===== config.mk =====
export PLATFORM = sky130hd
export DESIGN_NAME = ber_phase_scan_ctrl
export DESIGN_NICKNAME = d
export VERILOG_FILES = /design/src/rtl/ber_scan_pkg.sv /design/src/rtl/ber_scan_timer.sv /design/src/rtl/ber_phase_scan_ctrl.sv
export SDC_FILE = /design/constraint.sdc
export NUM_CORES = 1
export LEC_CHECK = 0
export CAP_MARGIN = 20
export CORE_MARGIN = 8
export CORE_UTILIZATION = 55
export CTS_CLUSTER_DIAMETER = 80
export DETAILED_ROUTE_END_ITERATION = 12
export MAX_ROUTING_LAYER = met4
export PLACE_DENSITY = 0.87
export RECOVER_POWER = 25
export SYNTH_ARGS = -nofsm -noshare
export SYNTH_HDL_FRONTEND = slang
export SYNTH_SLANG_ARGS = --single-unit
export TNS_END_PERCENT = 30

===== constraint.sdc =====
create_clock -name clk -period 4.93 [get_ports clk]
set_clock_uncertainty 0.15 [all_clocks]
set_input_delay 0.7395 -clock clk [delete_from_list [all_inputs] [get_ports clk]]
set_output_delay 0.7395 -clock clk [all_outputs]
set_load 0.03 [all_outputs]

===== src/rtl/ber_scan_pkg.sv =====
// ============================================================================
// Module      : ber_scan_pkg
// Description : Shared state encoding, widths and compare helpers for the
//               BER phase scan controller.
// Revision    : 1.0 - initial release
// ============================================================================
`default_nettype none

package ber_scan_pkg;

    localparam logic [2:0] C_ST_IDLE      = 3'd0;
    localparam logic [2:0] C_ST_RESTART   = 3'd1;
    localparam logic [2:0] C_ST_GUARD     = 3'd2;
    localparam logic [2:0] C_ST_WAIT      = 3'd3;
    localparam logic [2:0] C_ST_EVAL      = 3'd4;
    localparam logic [2:0] C_ST_FINAL_RST = 3'd5;
    localparam logic [2:0] C_ST_LOCKED    = 3'd6;

    typedef enum logic [2:0] {
        ST_IDLE      = C_ST_IDLE,
        ST_RESTART   = C_ST_RESTART,
        ST_GUARD     = C_ST_GUARD,
        ST_WAIT      = C_ST_WAIT,
        ST_EVAL      = C_ST_EVAL,
        ST_FINAL_RST = C_ST_FINAL_RST,
        ST_LOCKED    = C_ST_LOCKED
    } scan_state_e;

    localparam int C_MAX_CNT_W   = 64;
    localparam int N_PHASES_DFLT = 4;
    localparam int NB_PHASES     = $clog2(N_PHASES_DFLT);

    // Phase select width, never narrower than one bit.
    function automatic int nb_phase_w(input int n);
        return (n > 1) ? $clog2(n) : 1;
    endfunction

    // Counter-reached test where a limit the counter cannot represent is
    // clamped to the counter's maximum, so an oversized limit still ends.
    function automatic logic sat_reached(
        input logic [C_MAX_CNT_W-1:0] cnt,
        input logic [C_MAX_CNT_W-1:0] lim,
        input int                     cnt_w
    );
        logic [C_MAX_CNT_W-1:0] cap;
        cap = (cnt_w >= C_MAX_CNT_W) ? '1
            : ((C_MAX_CNT_W'(1) << cnt_w) - C_MAX_CNT_W'(1));
        return cnt >= ((lim > cap) ? cap : lim);
    endfunction

endpackage

`default_nettype wire


===== src/rtl/ber_scan_timer.sv =====
// ============================================================================
// Module      : ber_scan_timer
// Description : Saturating watchdog counter for one measurement window.
// Revision    : 1.0 - initial release
// ============================================================================
`default_nettype none

module ber_scan_timer #(
    parameter int          NB_TIMER       = 32,
    parameter int unsigned TIMEOUT_CYCLES = 4000000
) (
    input  logic clk,
    input  logic i_rst,
    input  logic i_clear,
    input  logic i_run,
    output logic o_expire
);

    logic [NB_TIMER-1:0] r_count;

    always_ff @(posedge clk) begin
        if (i_rst || i_clear) begin
            r_count <= '0;
        end else if (i_run && (r_count != '1)) begin
            r_count <= r_count + NB_TIMER'(1);
        end
    end

    assign o_expire = (r_count == NB_TIMER'(TIMEOUT_CYCLES - 1));

endmodule

`default_nettype wire


===== src/rtl/ber_phase_scan_ctrl.sv =====
// ============================================================================
// Module      : ber_phase_scan_ctrl
// Description : Scans every sampling phase with the BER checker, then locks
//               the phase with the fewest errors. Optional auto-rescan on
//               rising error count is compiled in with BER_SCAN_RESCAN_EN.
// Revision    : 1.0 - initial release
// ============================================================================
`default_nettype none

module ber_phase_scan_ctrl
    import ber_scan_pkg::*;
#(
    parameter int          N_PHASES       = 4,
    parameter int          NB_BER_CNT     = 64,
    parameter int unsigned MEAS_SAMPLES   = 600000,
    parameter int          NB_TIMER       = 32,
    parameter int unsigned TIMEOUT_CYCLES = 4000000,
    localparam int         NB_PH_SEL      = nb_phase_w(N_PHASES)
) (
    input  logic                  clk,
    input  logic                  i_rst,
    input  logic                  i_start,
    input  logic [NB_BER_CNT-1:0] i_ber_samp,
    input  logic [NB_BER_CNT-1:0] i_ber_error,
`ifdef BER_SCAN_RESCAN_EN
    input  logic [NB_BER_CNT-1:0] i_rescan_thr,
`endif
    output logic                  o_ber_rst,
    output logic                  o_ber_en,
    output logic [NB_PH_SEL-1:0]  o_phase_sel,
    output logic                  o_busy,
    output logic                  o_locked,
    output logic [NB_PH_SEL-1:0]  o_best_phase,
    output logic [NB_BER_CNT-1:0] o_best_err,
    output logic                  o_timeout
);

    scan_state_e           r_state, w_state_nxt;
    logic [NB_PH_SEL-1:0]  r_ph, w_ph_nxt;
    logic [NB_PH_SEL-1:0]  r_best_ph, w_best_ph_nxt;
    logic [NB_BER_CNT-1:0] r_best_err, w_best_err_nxt;
    logic [NB_BER_CNT-1:0] r_err, w_err_nxt;
    logic                  r_timeout, w_timeout_nxt;
    logic                  r_ber_rst, w_ber_rst_nxt;
    logic                  r_ber_en, w_ber_en_nxt;
    logic [NB_PH_SEL-1:0]  r_phase_sel, w_phase_sel_nxt;
    logic                  r_busy, w_busy_nxt;
    logic                  r_locked, w_locked_nxt;

    logic w_tmr_clear;
    logic w_tmr_run;
    logic w_tmr_expire;
    logic w_samp_reached;
    logic w_rescan_req;

    ber_scan_timer #(
        .NB_TIMER       (NB_TIMER),
        .TIMEOUT_CYCLES (TIMEOUT_CYCLES)
    ) u_timer (
        .clk      (clk),
        .i_rst    (i_rst),
        .i_clear  (w_tmr_clear),
        .i_run    (w_tmr_run),
        .o_expire (w_tmr_expire)
    );

    assign w_samp_reached = sat_reached(C_MAX_CNT_W'(i_ber_samp),
                                        C_MAX_CNT_W'(MEAS_SAMPLES), NB_BER_CNT);

`ifdef BER_SCAN_RESCAN_EN
    // Armed from the second LOCKED cycle so the checker restart has landed.
    logic r_lock_armed;

    always_ff @(posedge clk) begin
        if (i_rst) begin
            r_lock_armed <= 1'b0;
        end else begin
            r_lock_armed <= (r_state == ST_LOCKED) && (w_state_nxt == ST_LOCKED);
        end
    end

    assign w_rescan_req = r_lock_armed && (i_rescan_thr != '1)
                        && (i_ber_error > i_rescan_thr);
`else
    assign w_rescan_req = 1'b0;
`endif

    always_comb begin
        w_state_nxt    = r_state;
        w_ph_nxt       = r_ph;
        w_best_ph_nxt  = r_best_ph;
        w_best_err_nxt = r_best_err;
        w_err_nxt      = r_err;
        w_timeout_nxt  = r_timeout;
        w_tmr_clear    = 1'b0;
        w_tmr_run      = 1'b0;

        case (r_state)
            ST_IDLE, ST_LOCKED: begin
                if (i_start || ((r_state == ST_LOCKED) && w_rescan_req)) begin
                    w_state_nxt    = ST_RESTART;
                    w_ph_nxt       = '0;
                    w_best_ph_nxt  = '0;
                    w_best_err_nxt = '1;
                    w_timeout_nxt  = 1'b0;
                end
            end
            ST_RESTART: begin
                w_tmr_clear = 1'b1;
                w_state_nxt = ST_GUARD;
            end
            // Counters still hold pre-restart values here; never sample them.
            ST_GUARD: begin
                w_state_nxt = ST_WAIT;
            end
            ST_WAIT: begin
                w_tmr_run = 1'b1;
                if (w_samp_reached) begin
                    w_err_nxt   = i_ber_error;
                    w_state_nxt = ST_EVAL;
                end else if (w_tmr_expire) begin
                    w_err_nxt     = '1;
                    w_timeout_nxt = 1'b1;
                    w_state_nxt   = ST_EVAL;
                end
            end
            ST_EVAL: begin
                if (r_err < r_best_err) begin
                    w_best_err_nxt = r_err;
                    w_best_ph_nxt  = r_ph;
                end
                if (r_ph == NB_PH_SEL'(N_PHASES - 1)) begin
                    w_state_nxt = ST_FINAL_RST;
                end else begin
                    w_ph_nxt    = r_ph + NB_PH_SEL'(1);
                    w_state_nxt = ST_RESTART;
                end
            end
            ST_FINAL_RST: begin
                w_state_nxt = ST_LOCKED;
            end
            default: begin
                w_state_nxt = ST_IDLE;
            end
        endcase

        // Outputs are registered alongside the state they belong to.
        w_ber_rst_nxt   = (w_state_nxt == ST_RESTART) || (w_state_nxt == ST_FINAL_RST);
        w_ber_en_nxt    = (w_state_nxt != ST_IDLE);
        w_busy_nxt      = (w_state_nxt != ST_IDLE) && (w_state_nxt != ST_LOCKED);
        w_locked_nxt    = (w_state_nxt == ST_LOCKED);
        w_phase_sel_nxt = r_phase_sel;
        if (w_state_nxt == ST_RESTART) begin
            w_phase_sel_nxt = w_ph_nxt;
        end else if (w_state_nxt == ST_FINAL_RST) begin
            w_phase_sel_nxt = w_best_ph_nxt;
        end
    end

    always_ff @(posedge clk) begin
        if (i_rst) begin
            r_state     <= ST_IDLE;
            r_ph        <= '0;
            r_best_ph   <= '0;
            r_best_err  <= '1;
            r_err       <= '1;
            r_timeout   <= 1'b0;
            r_ber_rst   <= 1'b0;
            r_ber_en    <= 1'b0;
            r_phase_sel <= '0;
            r_busy      <= 1'b0;
            r_locked    <= 1'b0;
        end else begin
            r_state     <= w_state_nxt;
            r_ph        <= w_ph_nxt;
            r_best_ph   <= w_best_ph_nxt;
            r_best_err  <= w_best_err_nxt;
            r_err       <= w_err_nxt;
            r_timeout   <= w_timeout_nxt;
            r_ber_rst   <= w_ber_rst_nxt;
            r_ber_en    <= w_ber_en_nxt;
            r_phase_sel <= w_phase_sel_nxt;
            r_busy      <= w_busy_nxt;
            r_locked    <= w_locked_nxt;
        end
    end

    assign o_ber_rst    = r_ber_rst;
    assign o_ber_en     = r_ber_en;
    assign o_phase_sel  = r_phase_sel;
    assign o_busy       = r_busy;
    assign o_locked     = r_locked;
    assign o_best_phase = r_best_ph;
    assign o_best_err   = r_best_err;
    assign o_timeout    = r_timeout;

endmodule

`default_nettype wire

# Word level (Yosys, flattened, before mapping)
# Index checks and enable logic that the tools add are counted.
[totals] reg_bits=174 inputBits=131 out_inout_bits=73 word_cells=71
[classes] n_addsub=2 order_cmp=2 n_eq_ne=17 muxes=24 reduce_logical=14
[ops] op="$mux W64" n=4
[ops] op="$pmux W64 S2" n=1
[ops] op="$ge A64 B20 Y1 const B" n=1
[ops] op="$lt A64 B64 Y1" n=1
[ops] op="$add A32 B1 Y32 const B" n=1
[ops] op="$eq A32 B22 Y1 const B" n=1
[ops] op="$ne A32 B32 Y1 const B" n=1
[ops] op="$pmux W3 S6" n=1
[ops] op="$eq A3 B3 Y1 const B" n=5
[ops] op="$mux W2" n=6
[ops] op="$mux W3" n=4
[ops] op="$pmux W2 S2" n=2
[ops] op="$reduce_bool A2 Y1" n=4
[ops] op="$eq A3 B1 Y1 const B" n=2
[ops] op="$eq A3 B2 Y1 const B" n=2
[ops] op="$ne A2 B2 Y1 const B" n=3
[ops] op="$mux W1" n=5
[ops] op="$reduce_and A4 Y1" n=1
[ops] op="$logic_not A3 Y1" n=1
[ops] op="$ne A3 B3 Y1 const B" n=1
[ops] op="$reduce_and A3 Y1" n=1
[ops] op="$reduce_bool A3 Y1" n=1
[ops] op="$add A2 B1 Y2 const B" n=1
[ops] op="$eq A2 B2 Y1 const B" n=1
[ops] op="6 further kinds" n=8

# Longest topological paths before layout
[depth] word_depth=7 mapped_depth=13 ltp_nobuf=10

# Hierarchy
# Synthesis repeated with hierarchy kept, for this count alone.
[hier_totals] cells_unflattened=1312 area_unflattened_um2=10233.6
[modules_own_cells] module="ber_phase_scan_ctrl" n_inst=1 cells_each=1094 area_each_um2=8443.1 seq_area_each_um2=2842.7
[modules_own_cells] module="ber_scan_timer" n_inst=1 cells_each=218 area_each_um2=1790.5 seq_area_each_um2=640.6

# Worst setup path after synthesis
# OpenSTA, ideal clock, no wires.
[synth_timing] path_kind="register -> register" startpoint="reg r_best_err[62] (netlist: o_best_err[62])" endpoint="reg r_best_err[19] (netlist: o_best_err[19])" setup_ns=0.114 arrival_ns=2.762 required_time_ns=4.666 setup_slack_ns=1.905 path_stages_with_launch=13 n_path_buf=2 period_less_slack_ns=3.025 cell_sequence="dfxtp_1 inv_1 ha_1 a21oi_1 nand2_1 a221o_1 a211o_1 nor3_2 a21oi_2 buf_2 clkbuf_1 or3_1 a21o_1"
[synth_between] elab_chain_cells=3
[synth_lines] item="from (decl)" line="ber_phase_scan_ctrl.sv:41" text="logic [NB_BER_CNT-1:0] r_best_err, w_best_err_nxt;"
[synth_lines] item="from (signal assigned)" line="ber_phase_scan_ctrl.sv:177" text="r_best_err <= w_best_err_nxt;"
[synth_lines] item="$lt A64 B64 Y1" line="ber_phase_scan_ctrl.sv:128" text="if (r_err < r_best_err) begin"
[synth_lines] item="$ne A2 B2 Y1 (no source line)"
[synth_lines] item="$reduce_and A3 Y1 (no source line)"
# No other way between the ends.
# A chain may end at the register's enable or synchronous reset.

# Worst setup path after layout
[layout_timing] startpoint="in i_rst" endpoint="reg r_err[28]"
[layout_lines] item="from (decl)" line="ber_phase_scan_ctrl.sv:21" text="input logic i_rst,"
[layout_lines] item="to (signal assigned)" line="ber_phase_scan_ctrl.sv:178" text="r_err <= w_err_nxt;"
[layout_lines] item="to (decl)" line="ber_phase_scan_ctrl.sv:42" text="logic [NB_BER_CNT-1:0] r_err, w_err_nxt;"
# No word-level cell between the ends.

==> run summary <==
• status: finished with violations
• failing checks: capacitance limit, slew limit
• count of routing violations after the opening detailed-route iteration: 471
• area of the core: 15800 µm²
• residual antenna-violating net count after detailed routing: 0
• I/O pins: 204
• setup tns final: 0 ps
• reg-to-reg setup timing slack: 1390 ps
• average instance area after synthesis: 8.26 µm²
• share of the synthesized area in the top cell type: 0.394
• number of search-and-repair iterations in the first detailed-routing pass: 5
• share of flip-flops with an asynchronous set or reset: 0
• reg-to-reg critical path endpoint: o_phase_sel[0]$_SDFFE_PP0P_
• Sinks on Clock Net: 174
• Synth area leader: sky130_fd_sc_hd__dfxtp_1
• Worst Path Max Fanout: 73
• half-perimeter wire length after placement: 16700 µm
• normalized max-slew margin: -0.895
• number of nets produced by synthesis: 1266
• RR Startpoint: o_best_err[46]$_SDFFE_PP1P_
• number of port buffers: 197
• insertion delay of the later-clocked pin in the worst-skew pair: 430 ps
• maximum number of pins on one net before global-route repair: 87
• total count of hold-check failures in the final report: 0
• Remaining Overflow, GRT: 0
• Finish-stage setup viols: 0
• maxcap violations: 1
• initial cell density of the core: 0.559
• number of buffers created by CTS: 17
• end point of the worst hold path: o_best_phase[0]$_SDFF_PP0_
• register bit total from synthesis: 174
• nets: 1429
• DRC errors left: 0
• Final WS setup: 965 ps
• ratio of cells with drive above 1 in the final layout: 0.0457
• minimum clock period after layout: 3970 ps
• Setup CP Type: in -> reg
• count of vias placed by the detailed router: 8139
• root buf cell: sky130_fd_sc_hd__clkbuf_16
• maximum clock insertion buffer count: 2
• Routed WL per cell: 16.3 µm
• data required time of the worst path: 5140 ps
• fill cell instance count of the final layout: 1175
• startpoint of the lowest-slack hold path: o_best_phase[0]$_SDFF_PP0_
• final wirelength: 23800 µm
• floorplan die area: 20400 µm²
• commonest register cell after synthesis: sky130_fd_sc_hd__dfxtp_1
• number of library cell types mapped by synthesis: 54
• growth of design area from synthesis to finish: 30.4%
• Final Wtd Congestion: 0.854
• number of rows in the core area: 46
• setup slack at placement: 1000 ps
• sequential area share after synthesis: 0.394
• Pins Over Slew Limit: 70
• cts hold-fix bufs: 0
• Worst VDD drop: 0.290 mV
• count of mapped cells out of synthesis: 1071
• number of antenna violations at the first check in global routing: 1
• setup fix buffers added after clock tree synthesis: 0
• post-CTS sizing: 0
• Post-Syn Area: 8850 µm²
• CP endpoint kind: flip-flop
• final non-filler cell area: 11500 µm²
• horizontal die dimension: 143 µm
• CTS clk-pin slew, worst paths: 70 ps
• total leakage power: 4.94 nW
• Critical Path Source Type: primary input
• Max Clk Rate: 0.252 GHz
• RSZ-0062 raised after global routing: no
• YS warnings: 0
• Worst Reg-to-Reg Cells: 11
• via count of the first global-routing pass: 8109
• global-route wire length before repair: 38300 µm
• Hold WC Path Type: reg -> reg
• most used standard cells in the synthesized netlist: sky130_fd_sc_hd__dfxtp_1, sky130_fd_sc_hd__nor2_1, sky130_fd_sc_hd__nand2_1
• GRT Util Overall: 0.238
• vertical die dimension: 143 µm
• most frequent cell after synthesis: sky130_fd_sc_hd__dfxtp_1
• period utilization: 0.804
• count of flip-flops with a built-in enable after synthesis: 0
• TritonCTS clock tree: done
• number of H-tree levels: 4
• top cells by area, synth: sky130_fd_sc_hd__dfxtp_1, sky130_fd_sc_hd__ha_1, sky130_fd_sc_hd__a21o_1
• power density over cell area: 282 nW/µm²
• CP arrival: 4180 ps
• worst slew pin tran: 2840 ps
• area of placed instances: 10900 µm²
• number of vias per cell after detailed routing: 5.56
• number of instances on the worst hold path: 2
## registers in the layout (all words and copies together) (netlist names)
signal and count:
o_phase_sel 2, o_best_err 64, o_busy 1, r_err 64, r_state 3, o_ber_rst 1
o_timeout 1, o_best_phase 2, r_ph 2, u_timer.r_count 32, o_ber_en 1, o_locked 1
## metrics by stage
step	std cells	util	hold WS [ps]	total power [mW]
5_1_grt	1464	0.729	370	3.36
3_3_place_gp	1430	0.690	319	1.89
3_5_place_dp	1430	0.690	328	1.90
6_report	1464	0.729	335	3.25
4_1_cts	1462	0.728	337	3.27
2_1_floorplan	1071	-	312	1.72
## final cells by class
type                            count  area (µm²)  area share
Antenna cell                        1        2.50    0.000217
Tap cell                          216         270      0.0234
Inverter                           70         263      0.0228
Clock buffer                       19         443      0.0384
Sequential cell                   174        3480       0.302
Timing Repair Buffer              206        2040       0.177
Multi-Input combinational cell    765        4880       0.422
Clock inverter                     13         163      0.0141
## how the worst max path moves through the flow
stage	cells after the start	end	slack, ps	from
after global routing	3	r_ph[0]$_SDFF_PP0_	560	i_rst
after global placement	10	o_busy$_SDFF_PP0_	1020	i_ber_samp[44]
after floorplan	12	o_best_err[19]$_SDFFE_PP1P_	1900	o_best_err[62]$_SDFFE_PP1P_
after CTS	6	r_err[34]$_SDFFE_PP1P_	1360	r_state[1]$_SDFF_PP0_
after detailed placement	10	o_busy$_SDFF_PP0_	1000	i_ber_samp[44]
final	3	r_err[28]$_SDFFE_PP1P_	960	i_rst
## logic make-up (layout without fill, tap and decap cells)
logic type / count (synthesis) / count (layout) / synth area share
other: 0 / 1 / 0
DFF: 174 / 174 / 0.394
buffers and inverters: 132 / 308 / 0.0582
muxes: 1 / 1 / 0.00113
adders and majority gates: 64 / 64 / 0.0905
AOI/OAI and AO/OA: 219 / 219 / 0.179
xor gates and xnor gates: 29 / 29 / 0.0287
and+or+nand+nor: 452 / 452 / 0.249
## power breakdown
group          leakage, nW  internal, mW  switching [mW]
Clock                0.290         0.813           0.571
Combinational         3.24         0.177           0.243
Sequential            1.41          1.43          0.0207
Total                 4.94          2.42           0.834
## layer usage
| metal | share of wire | up-vias | global-route usage |
|---|---|---|---|
| met1 | 0.43 | 3816 | 0.272 |
| met4 | 0.020 | 0 | 0.0962 |
| li1 | - | 4043 | - |
| met3 | 0.058 | 42 | 0.0477 |
| met2 | 0.49 | 238 | 0.404 |
| met5 | 0 | - | - |
## worst max-delay path, stage by stage
cell and delay, ps:
sky130_fd_sc_hd__clkbuf_2 980, sky130_fd_sc_hd__clkbuf_1 2090, sky130_fd_sc_hd__o21bai_1 310
## placed cells by master, fill, tap and decap left out, types with 57 or more instances in the layout
| cell type | count |
|---|---|
| sky130_fd_sc_hd__nand2_1 | 110 |
| sky130_fd_sc_hd__ha_1 | 64 |
| sky130_fd_sc_hd__inv_1 | 70 |
| sky130_fd_sc_hd__or3_1 | 67 |
| sky130_fd_sc_hd__a21o_1 | 67 |
| sky130_fd_sc_hd__dlygate4sd3_1 | 57 |
| sky130_fd_sc_hd__nor2_1 | 117 |
| sky130_fd_sc_hd__clkdlybuf4s50_1 | 139 |
| sky130_fd_sc_hd__o21bai_1 | 65 |
| sky130_fd_sc_hd__nor3_1 | 71 |
| sky130_fd_sc_hd__dfxtp_1 | 174 |
(Power assumes the default switching activity.)
